File: src/rtl/mem_req_ctrl.sv
// Memory-stage request sequencer for a single SRAM-like data port.
// It bounds the number of transactions in flight, returns answers in order, and absorbs answers that were flushed.
module mem_req_ctrl #(
  parameter int unsigned MAX_OUTSTANDING = 2,
  parameter int unsigned CNT_W           = 3
) (
  input  logic        clk,
  input  logic        resetn,
  input  logic        flush,
  input  logic        req_valid,
  input  logic        req_wr,
  input  logic [1:0]  req_size,
  input  logic [31:0] req_addr,
  input  logic [31:0] req_wdata,
  output logic        req_ready,
  output logic        data_req,
  output logic        data_wr,
  output logic [1:0]  data_size,
  output logic [31:0] data_addr,
  output logic [31:0] data_wdata,
  input  logic        data_addr_ok,
  input  logic        data_data_ok,
  input  logic [31:0] data_rdata,
  output logic        resp_valid,
  output logic        resp_wr,
  output logic [31:0] resp_rdata,
  output logic        busy,
  output logic        err,
  output logic [31:0] perfcnt_addr_wait,
  output logic [31:0] perfcnt_full_stall
);

  localparam int unsigned PTR_W = (MAX_OUTSTANDING > 1) ? $clog2(MAX_OUTSTANDING) : 1;

  logic [CNT_W-1:0]           out_cnt;
  logic [PTR_W-1:0]           rd_ptr;
  logic [PTR_W-1:0]           wr_ptr;
  logic [MAX_OUTSTANDING-1:0] wr_q;
  logic [MAX_OUTSTANDING-1:0] disc_q;

  logic full;
  logic accept;
  logic pop;
  logic head_wr;
  logic head_disc;

  function automatic logic [PTR_W-1:0] ptr_inc(input logic [PTR_W-1:0] p);
    return (p == PTR_W'(MAX_OUTSTANDING - 1)) ? '0 : p + 1'b1;
  endfunction

  // full is derived from the registered count only, so a same-cycle pop never enables an issue
  always_comb begin
    full       = (out_cnt == CNT_W'(MAX_OUTSTANDING));
    data_req   = req_valid & ~full & ~flush;
    accept     = data_req & data_addr_ok;
    req_ready  = accept;
    pop        = data_data_ok & (out_cnt != '0);
    head_wr    = wr_q[rd_ptr];
    head_disc  = disc_q[rd_ptr];
    resp_valid = pop & ~head_disc;
    resp_wr    = resp_valid & head_wr;
    busy       = (out_cnt != '0);
  end

  assign data_wr    = req_wr;
  assign data_size  = req_size;
  assign data_addr  = req_addr;
  assign data_wdata = req_wdata;
  assign resp_rdata = data_rdata;

  // Flush marks every slot; a slot that is pushed later has its discard bit cleared again
  always_ff @(posedge clk or negedge resetn) begin
    if (!resetn) begin
      rd_ptr  <= '0;
      wr_ptr  <= '0;
      out_cnt <= '0;
      wr_q    <= '0;
      disc_q  <= '0;
    end else begin
      if (flush) begin
        disc_q <= '1;
      end
      if (accept) begin
        wr_q[wr_ptr]   <= req_wr;
        disc_q[wr_ptr] <= 1'b0;
        wr_ptr         <= ptr_inc(wr_ptr);
      end
      if (pop) begin
        rd_ptr <= ptr_inc(rd_ptr);
      end
      case ({accept, pop})
        2'b10:   out_cnt <= out_cnt + 1'b1;
        2'b01:   out_cnt <= out_cnt - 1'b1;
        default: out_cnt <= out_cnt;
      endcase
    end
  end

  always_ff @(posedge clk or negedge resetn) begin
    if (!resetn) begin
      err <= 1'b0;
    end else if (data_data_ok && (out_cnt == '0)) begin
      err <= 1'b1;
    end
  end

  always_ff @(posedge clk or negedge resetn) begin
    if (!resetn) begin
      perfcnt_addr_wait  <= '0;
      perfcnt_full_stall <= '0;
    end else begin
      if (data_req && !data_addr_ok) begin
        perfcnt_addr_wait <= perfcnt_addr_wait + 32'd1;
      end
      if (req_valid && full) begin
        perfcnt_full_stall <= perfcnt_full_stall + 32'd1;
      end
    end
  end

endmodule

File: config.mk
export PLATFORM = sky130hd
export DESIGN_NAME = mem_req_ctrl
export DESIGN_NICKNAME = d
export VERILOG_FILES = /design/src/rtl/mem_req_ctrl.sv
export SDC_FILE = /design/constraint.sdc
export NUM_CORES = 1
export LEC_CHECK = 0
export CORE_MARGIN = 3
export CORE_UTILIZATION = 37
export CTS_CLUSTER_DIAMETER = 100
export DETAILED_ROUTE_END_ITERATION = 12
export PLACE_DENSITY_LB_ADDON = 0.3
export SETUP_SLACK_MARGIN = 0.1
export SLEW_MARGIN = 30
export SYNTH_ARGS = -nofsm -noshare
export SYNTH_HDL_FRONTEND = slang
export SYNTH_SLANG_ARGS = --single-unit
File: constraint.sdc
create_clock -name clk -period 3.4 [get_ports clk]
set_input_delay 0.68 -clock clk [delete_from_list [all_inputs] [get_ports clk]]
set_output_delay 0.68 -clock clk [all_outputs]
set_load 0.02 [all_outputs]
* Word-level counts from Yosys, hierarchy flattened *
Cells that the tools add are included.

operators by class
  $add $sub $neg = 6
  magnitude comparators = 3
  eq/ne operators = 3
  mux-type cells = 12
  bitwise logic cells = 11
  reduce and logical (&&, ||, !) cells = 8

operators by type and width
  cell                   count
  $add 32x1->32 const B  2
  $mux 1                 7
  $and 1x1->1            6
  $pmux 3 s2             1
  $logic_and 1x1->1      4
  $lt 1x2->1 const B     2
  $mux 2                 2
  $add 3x1->3 const B    1
  $eq 3x2->1 const B     1
  $logic_not 3->1        1
  $not 1->1              3
  $reduce_bool 3->1      1
  $sub 3x1->3 const B    1
  $add 1x1->1 const B    2
  $and 2x2->2            1
  $bwmux 2               1
  $eq 2x1->1 const B     1
  $eq 2x2->1 const B     1
  $not 2->2              1
  $reduce_bool 2->1      1
  $demux 1 s1            1
  $ge 1x1->1 const B     1
  $logic_not 1->1        1

storage, ports and cells
  register bits after elaboration = 74
  bits of input ports = 105
  word-level logic and storage cells = 51

* Depth between registers and ports, before layout *
Gate-level depths: netlist of run 1.

  depth in word-level cells = 7
  mapped depth = 9
  depth with buffers taken out = 9

* Worst setup path after synthesis of run 1 *
OpenSTA, ideal clock, no wires.

  path type = flip-flop to flip-flop
  start = reg perfcnt_addr_wait[0]
  end = reg perfcnt_addr_wait[28]
  setup time = 0.080 ns
  data arrival time = 2.035 ns
  data required time = 3.320 ns
  slack = 1.285 ns
  stages on the path, launching flop included = 7
  period minus slack after synthesis = 2.115 ns
  path through = dfrtp_1 -> ha_1 -> nand4_2 -> or4_1 -> buf_2 -> nor4b_2 -> xor2_1

on the way
  word-level cells in the longest chain between the ends = 1

ends and longest elaborated chain
  what                    RTL line  RTL
  from (decl)             29        output logic [31:0] perfcnt_addr_wait,
  from (signal assigned)  113       perfcnt_addr_wait <= perfcnt_addr_wait + 32'd1;
  $add 32x1->32           113

No other way between the ends.
A chain may end at the register's enable or synchronous reset.

* Final worst setup path of run 1 *
  start = in req_valid
  end = out req_ready

on the way
  word-level cells in the longest chain between the ends = 3

ends and longest elaborated chain
  what                       RTL line  RTL
  from (decl)                10        input logic req_valid,
  $and 1x1->1 (2 in series)  54        data_req = req_valid & ~full & ~flush;
  $and 1x1->1                55        accept = data_req & data_addr_ok;
  to (decl)                  15        output logic req_ready,

No other way between the ends.

==> results of run 1 <==
## how the worst min path moves through the flow
stage / start / endpoint / cells after the start
2_1_floorplan: resetn / disc_q[0] / 0
3_3_place_gp: perfcnt_addr_wait[31] / perfcnt_addr_wait[31] / 1
3_5_place_dp: perfcnt_full_stall[31] / perfcnt_full_stall[31] / 1
4_1_cts: perfcnt_full_stall[31] / perfcnt_full_stall[31] / 1
5_1_grt: resetn / perfcnt_full_stall[25] / 1
6_report: resetn / perfcnt_full_stall[25] / 1
## metrics by stage
stage	hold slack (ps)	cell area (sq um)
6_report	312.5	4735
2_1_floorplan	384.4	4219
4_1_cts	474.9	4732
3_3_place_gp	460.3	4452
5_1_grt	356.0	4735
3_5_place_dp	467.6	4452
## cell usage in the layout, fill, tap and decap left out, types with 3 or more instances in the layout
master / synthesis / layout
clkdlybuf4s50_1: 0 / 76
dfrtp_1: 74 / 74
xnor2_1: 34 / 34
xor2_1: 33 / 33
nand2_1: 28 / 28
nand3_1: 20 / 20
nand4_1: 20 / 20
nor2_1: 19 / 19
nor3_1: 16 / 16
inv_1: 10 / 10
clkbuf_16: 0 / 9
and4_1: 8 / 8
and3_1: 7 / 7
buf_4: 99 / 6
nor4_1: 4 / 4
and2_1: 4 / 4
nor4_2: 4 / 4
clkbuf_1: 2 / 4
ha_1: 3 / 3
## power by group through the flow
stage	clock (mW)	sequential (mW)	combinational [mW]
floorplan	0	1.16	0.399
global placement	0	1.13	0.494
detailed placement	0	1.13	0.500
CTS	0.935	1.11	0.503
global route	0.973	1.14	0.550
finish	0.906	1.11	0.493
## flip-flops by register name (all words and copies together), names as in the netlist
| register | flops |
|---|---|
| wr_q | 2 |
| err | 1 |
| perfcnt_full_stall | 32 |
| perfcnt_addr_wait | 32 |
| disc_q | 2 |
| rd_ptr | 1 |
| wr_ptr | 1 |
| out_cnt | 3 |
## metal layers
layer | share of wire | vias up
met5 | 0 | -
met4 | 0.052 | 0
met3 | 0.072 | 43
met2 | 0.42 | 120
met1 | 0.46 | 1344
li1 | - | 1278
## logic make-up (layout without fill, tap and decap cells)
group | count (synthesis) | in the layout
flip-flops | 74 | 74
AO/OA/AOI/OAI | 4 | 4
multiplexers | 4 | 4
AND/OR/NAND/NOR | 146 | 146
adder cells (fa/ha/maj) | 4 | 4
XOR/XNOR | 67 | 67
buffers and inverters | 115 | 110
## area by class of cell
cell class                 count  area [sq um]  area share
tap                          140         175.2     0.03700
timing repair buffer          83         825.8      0.1744
clock inverter                 3         40.04    0.008457
inverter                      11         41.29    0.008721
multi-input combinational    225          1560      0.3295
clock buffer                  13         240.2     0.05074
sequential                    74          1852      0.3911
==> flow_metrics.py, run 1 <==
metrics = {
    "power": {
        "p_leak_nw": 2.082,
        "power_switching_mw": 0.7144,
        "powerDensity_mw_per_mm2": 530.8,
        "p_int_mw": 1.799,
        "switching_share": 0.2842,
        "p_total_mw": 2.513,
        "seq_power_share": 0.443,
        "combPwrFrac": 0.196,
        "power_frac_clock": 0.361,
        "peakVddDrop_mv": 0.3032,
    },
    "place": {
        "dp_slack_ps": 450.4,
        "dp_hpwl_um": 6398,
        "place_congestion": 0.7985,
        "portBuffers": 77,
        "dp.cells": 533,
    },
    "critical_path": {
        "crit_chain": "clkdlybuf4s50_1 > nor2b_1 > nand3_1 > inv_2 > clkdlybuf4s50_1",
        "crit_required_ps": 2720,
        "r2r-start": "perfcnt_addr_wait[0]",
        "r2r_slack_ps": 1080,
        "critical_path_class": "in -> out",
        "crit_arrival_ps": 2270,
        "cp-start-kind": "primary input",
        "timing.critical_path.buf_inv": 3,
        "regToRegEndpoint": "perfcnt_addr_wait[26]",
        "path_max_fanout": 6,
        "critPathLaunch": "req_valid",
        "slowest_delay_ps": 600,
        "crit_path_frequent_cell": "clkdlybuf4s50_1",
        "r2r.worst_path.cells": 5,
        "end_kind": "output port",
        "path_depth": 5,
        "crit_end": "req_ready",
        "slowest_stage": "clkdlybuf4s50_1",
        "cp_top_family": "buffers and inverters",
    },
    "grt": {
        "grt_max_degree": 39,
        "antenna_found_initial": 0,
        "gr-usage-met3": 0.04545,
        "grt-ovfl-total": 0,
        "grt_util_met2": 0.1915,
        "grt_pass1_wl_um": 14400,
        "use_met1": 0.1865,
        "grt_usage": 0.1399,
        "grt_pass1_vias": 2783,
        "grt-busiest-layer": "met2",
    },
    "synthesis": {
        "yosysSeqAreaShare": 0.4389,
        "synth_top_family_by_area": "simple AND/OR/NAND/NOR gates",
        "synthXorXnorAreaFrac": 0.1391,
        "synth_top_area_cell": "dfrtp_1",
        "yosysWarnings": 0,
        "syn_area_sq_mm": 0.004219,
        "ys_ff_latch": 74,
        "syn-num-nets": 523,
        "syn_avg_cell_area_sq_um": 10.19,
        "synth_top_area_share": 0.4389,
        "synth_cells": 414,
        "ys.flop_type": "dfrtp_1",
        "synth_edf_count": 0,
        "synth_mux_area_frac": 0.01038,
        "synth.most_common_cell": "buf_4",
        "synthTopCellsByArea": "dfrtp_1, buf_4, xnor2_1, xor2_1, nand4_1",
        "synth_common_cells": "buf_4, dfrtp_1, xnor2_1, xor2_1, nand2_1",
        "synth_compound_area_frac": 0.007414,
        "async_reset_ff_frac": 1.000,
        "synthAdderAreaFrac": 0.01364,
        "yosys.area_share.simple": 0.1993,
        "ys_types": 39,
    },
    "die": {
        "start_util": 0.3841,
        "fp.coreArea_sq_mm": 0.01098,
        "ioPinCount": 274,
        "fp.dieW_um": 112.8,
        "die_area_sq_mm": 0.01272,
        "num_rows": 38,
        "die_h_um": 112.8,
    },
    "min_path": {
        "hold_class": "in -> async",
    },
    "route": {
        "wire_per_inst_um": 15.94,
        "drtPass1Iterations": 4,
        "antenna_left": 0,
        "drc": 0,
        "drtIter0Drc": 84,
        "wl_um": 8751,
        "vias": 2785,
        "viasPerCell": 5.073,
    },
    "timing": {
        "finalMaxSlewViolations": 0,
        "period_needed_ps": 2946,
        "tightest_slew_ps": 498.6,
        "finalSetupViolCount": 0,
        "fin_skew_ps": 7.797,
        "fin_ws_ps": 454.1,
        "setup_tns_ps": 0,
        "fmax_ghz": 0.3395,
        "slew_headroom": 0.6676,
        "hold_viol": 0,
        "grt_setup_unrepaired": "no",
        "finalCritPeriodShare": 0.8664,
    },
    "clock_network": {
        "clock_sinks": 74,
        "tritoncts.num_buffers": 9,
        "cts.repair.resized": 0,
        "clock_latency_ps": 330,
        "clock_path_buffers": 2,
        "cts_tree": "yes",
        "htreeDepth": 3,
        "clkTransAtPathRegs_ps": 60,
        "post_cts_buffers": 0,
        "cts_hold_buf": 0,
        "root_buffer": "clkbuf_16",
    },
    "finish": {
        "diodes": 0,
        "drive_gt1_frac": 0.07090,
        "fill_cells": 1068,
        "fin_util": 0.4311,
        "area_growth_pct": 12.22,
        "fin_nets": 513,
        "stdcell_count": 549,
    },
    "run_status": {
        "status": "complete, no violations",
    },
    "flow_run": {
        "cap_violations": 0,
    },
}
(Power assumes the default switching activity.)
==> inputs of run 2 (changes only) <==
--- a/config.mk
+++ b/config.mk
@@ -6,7 +6,7 @@
 export NUM_CORES = 1
 export LEC_CHECK = 0
 export CORE_MARGIN = 3
-export CORE_UTILIZATION = 37
+export CORE_UTILIZATION = 40
 export CTS_CLUSTER_DIAMETER = 100
 export DETAILED_ROUTE_END_ITERATION = 12
 export PLACE_DENSITY_LB_ADDON = 0.3
==> run 2 against run 1 <==
  * Via count grew 0.97%
  * Total power shrank 11%
  * Highest routed layer unchanged
  * Sequential cell count stayed put
  * Wire length is 3.2% lower
  * Hold slack improved by 32 ps
==> flow_metrics.py, run 2 (synthesized netlist as in run 1, its figures left out) <==
metrics = {
    "run_status": {
        "status": "complete, no violations",
    },
    "timing": {
        "hold_viol": 0,
        "finalSetupViolCount": 0,
        "holdWs_ps": 344.8,
        "grt_setup_unrepaired": "no",
        "finalMaxSlewViolations": 0,
        "fin_skew_ps": 14.64,
        "finalCritPeriodShare": 0.8675,
        "period_needed_ps": 2950,
        "slew_headroom": 0.7349,
        "fmax_ghz": 0.3390,
        "tightest_slew_ps": 397.6,
        "setup_tns_ps": 0,
    },
    "finish": {
        "fill_cells": 952,
        "area_growth_pct": 9.727,
        "regArea_sq_mm": 0.001852,
        "diodes": 0,
        "final_cell_mix": "clkdlybuf4s50_1, dfrtp_1, xnor2_1",
        "multi_input_comb_area_sq_mm": 0.001560,
        "drive_gt1_frac": 0.08293,
        "layout_commonest_cell": "clkdlybuf4s50_1",
        "fin_nets": 514,
        "reg_top3": "perfcnt_addr_wait: 32 flops, perfcnt_full_stall: 32 flops, out_cnt: 3 flops",
        "stdcell_count": 543,
    },
    "power": {
        "p_leak_nw": 2.032,
        "switching_share": 0.3203,
        "power_frac_clock": 0.280,
        "peakVddDrop_mv": 0.2276,
        "combPwrFrac": 0.221,
        "power_switching_mw": 0.7137,
        "p_int_mw": 1.514,
        "powerDensity_mw_per_mm2": 481.3,
        "seq_power_share": 0.499,
    },
    "clock_network": {
        "post_cts_buffers": 0,
        "clock_latency_ps": 350,
        "cts_tree": "yes",
        "clock_sinks": 74,
        "clock_path_buffers": 2,
        "root_buffer": "clkbuf_8",
        "cts.repair.resized": 0,
        "cts_hold_buf": 0,
        "clkTransAtPathRegs_ps": 80,
        "htreeDepth": 3,
        "tritoncts.num_buffers": 9,
    },
    "critical_path": {
        "crit_required_ps": 2720,
        "crit_chain": "clkdlybuf4s50_1 > nor2b_1 > nand3_1 > inv_2 > clkdlybuf4s50_1",
        "critPathLaunch": "req_valid",
        "r2r-start": "perfcnt_addr_wait[0]",
        "cp-start-kind": "primary input",
        "end_kind": "output port",
        "slowest_delay_ps": 600,
        "path_max_fanout": 6,
        "crit_path_frequent_cell": "clkdlybuf4s50_1",
        "crit_arrival_ps": 2270,
        "critical_path_class": "in -> out",
        "timing.critical_path.buf_inv": 3,
        "cp_top_family": "buffers and inverters",
        "slowest_stage": "clkdlybuf4s50_1",
    },
    "grt": {
        "grt_pass1_vias": 2836,
        "grt_pass1_wl_um": 13820,
        "grt_max_degree": 75,
        "grt_usage": 0.1476,
        "antenna_found_initial": 0,
        "grt-ovfl-total": 0,
    },
    "die": {
        "die_h_um": 108.7,
        "fp.dieW_um": 108.7,
        "start_util": 0.4219,
        "ioPinCount": 274,
        "fp.coreArea_sq_mm": 0.01000,
        "die_area_sq_mm": 0.01182,
        "num_rows": 36,
    },
    "min_path": {
        "hold_class": "in -> async",
    },
    "flow_run": {
        "cap_violations": 0,
    },
    "place": {
        "dp.cells": 527,
        "place_congestion": 0.8031,
        "dp_hpwl_um": 6105,
        "portBuffers": 77,
    },
    "route": {
        "drtIter0Drc": 103,
        "drtPass1Iterations": 6,
        "wl_um": 8468,
        "antenna_left": 0,
        "vias": 2812,
        "drc": 0,
        "wire_per_inst_um": 15.59,
        "viasPerCell": 5.179,
    },
}
[run 2: changes by cell type in the layout (fill, tap and decap cells not counted), moves of 3 or more]
cell	previous run	this run
clkbuf_1	4	0
clkinvlp_4	0	3
clkbuf_8	0	10
clkbuf_16	9	0
[run 2: area by class of cell]
type,count,share of cell area
Clock buffer,10,0.02973
Sequential cell,74,0.4000
Timing Repair Buffer,84,0.1795
Multi-Input combinational cell,225,0.3370
Tap cell,133,0.03595
Clock inverter,6,0.008919
Inverter,11,0.008919
[run 2: power groups by stage]
stage | combinational (mW) | sequential [mW] | clock, mW
final | 0.493 | 1.11 | 0.623
after global routing | 0.548 | 1.13 | 0.675
after CTS | 0.503 | 1.11 | 0.641
after detailed placement | 0.503 | 1.13 | 0
after global placement | 0.493 | 1.13 | 0
after floorplan | 0.399 | 1.16 | 0
[run 2: worst paths after layout]
check | depth (start not counted) | slack, ps | end
setup / recovery | 5 | 450 | req_ready
hold / removal | 2 | 340 | perfcnt_full_stall[31]
hold reg to reg | 1 | 480 | perfcnt_addr_wait[31]
min in group clk | 1 | 480 | perfcnt_addr_wait[31]
max in group asynchronous | 2 | 2720 | wr_ptr
setup reg to reg | 5 | 1080 | perfcnt_addr_wait[26]
[run 2: layer usage]
metal	GRT usage	wire [um]	vias up
li1	-	-	1275
met1	0.1927	3717	1379
met2	0.2220	3830	125
met3	0.05092	751	33
met4	0.06492	170	0
met5	0	0	-
[run 2: metrics by stage]
stage	setup WS (ps)	power, mW	instance area (sq um)	utilization
after floorplan	1285	1.562	4219	-
after global placement	478.7	1.619	4451	0.4451
after detailed placement	446.2	1.630	4451	0.4451
after CTS	431.4	2.257	4629	0.4630
after global routing	275.0	2.355	4629	0.4630
final	450.5	2.228	4629	0.4630
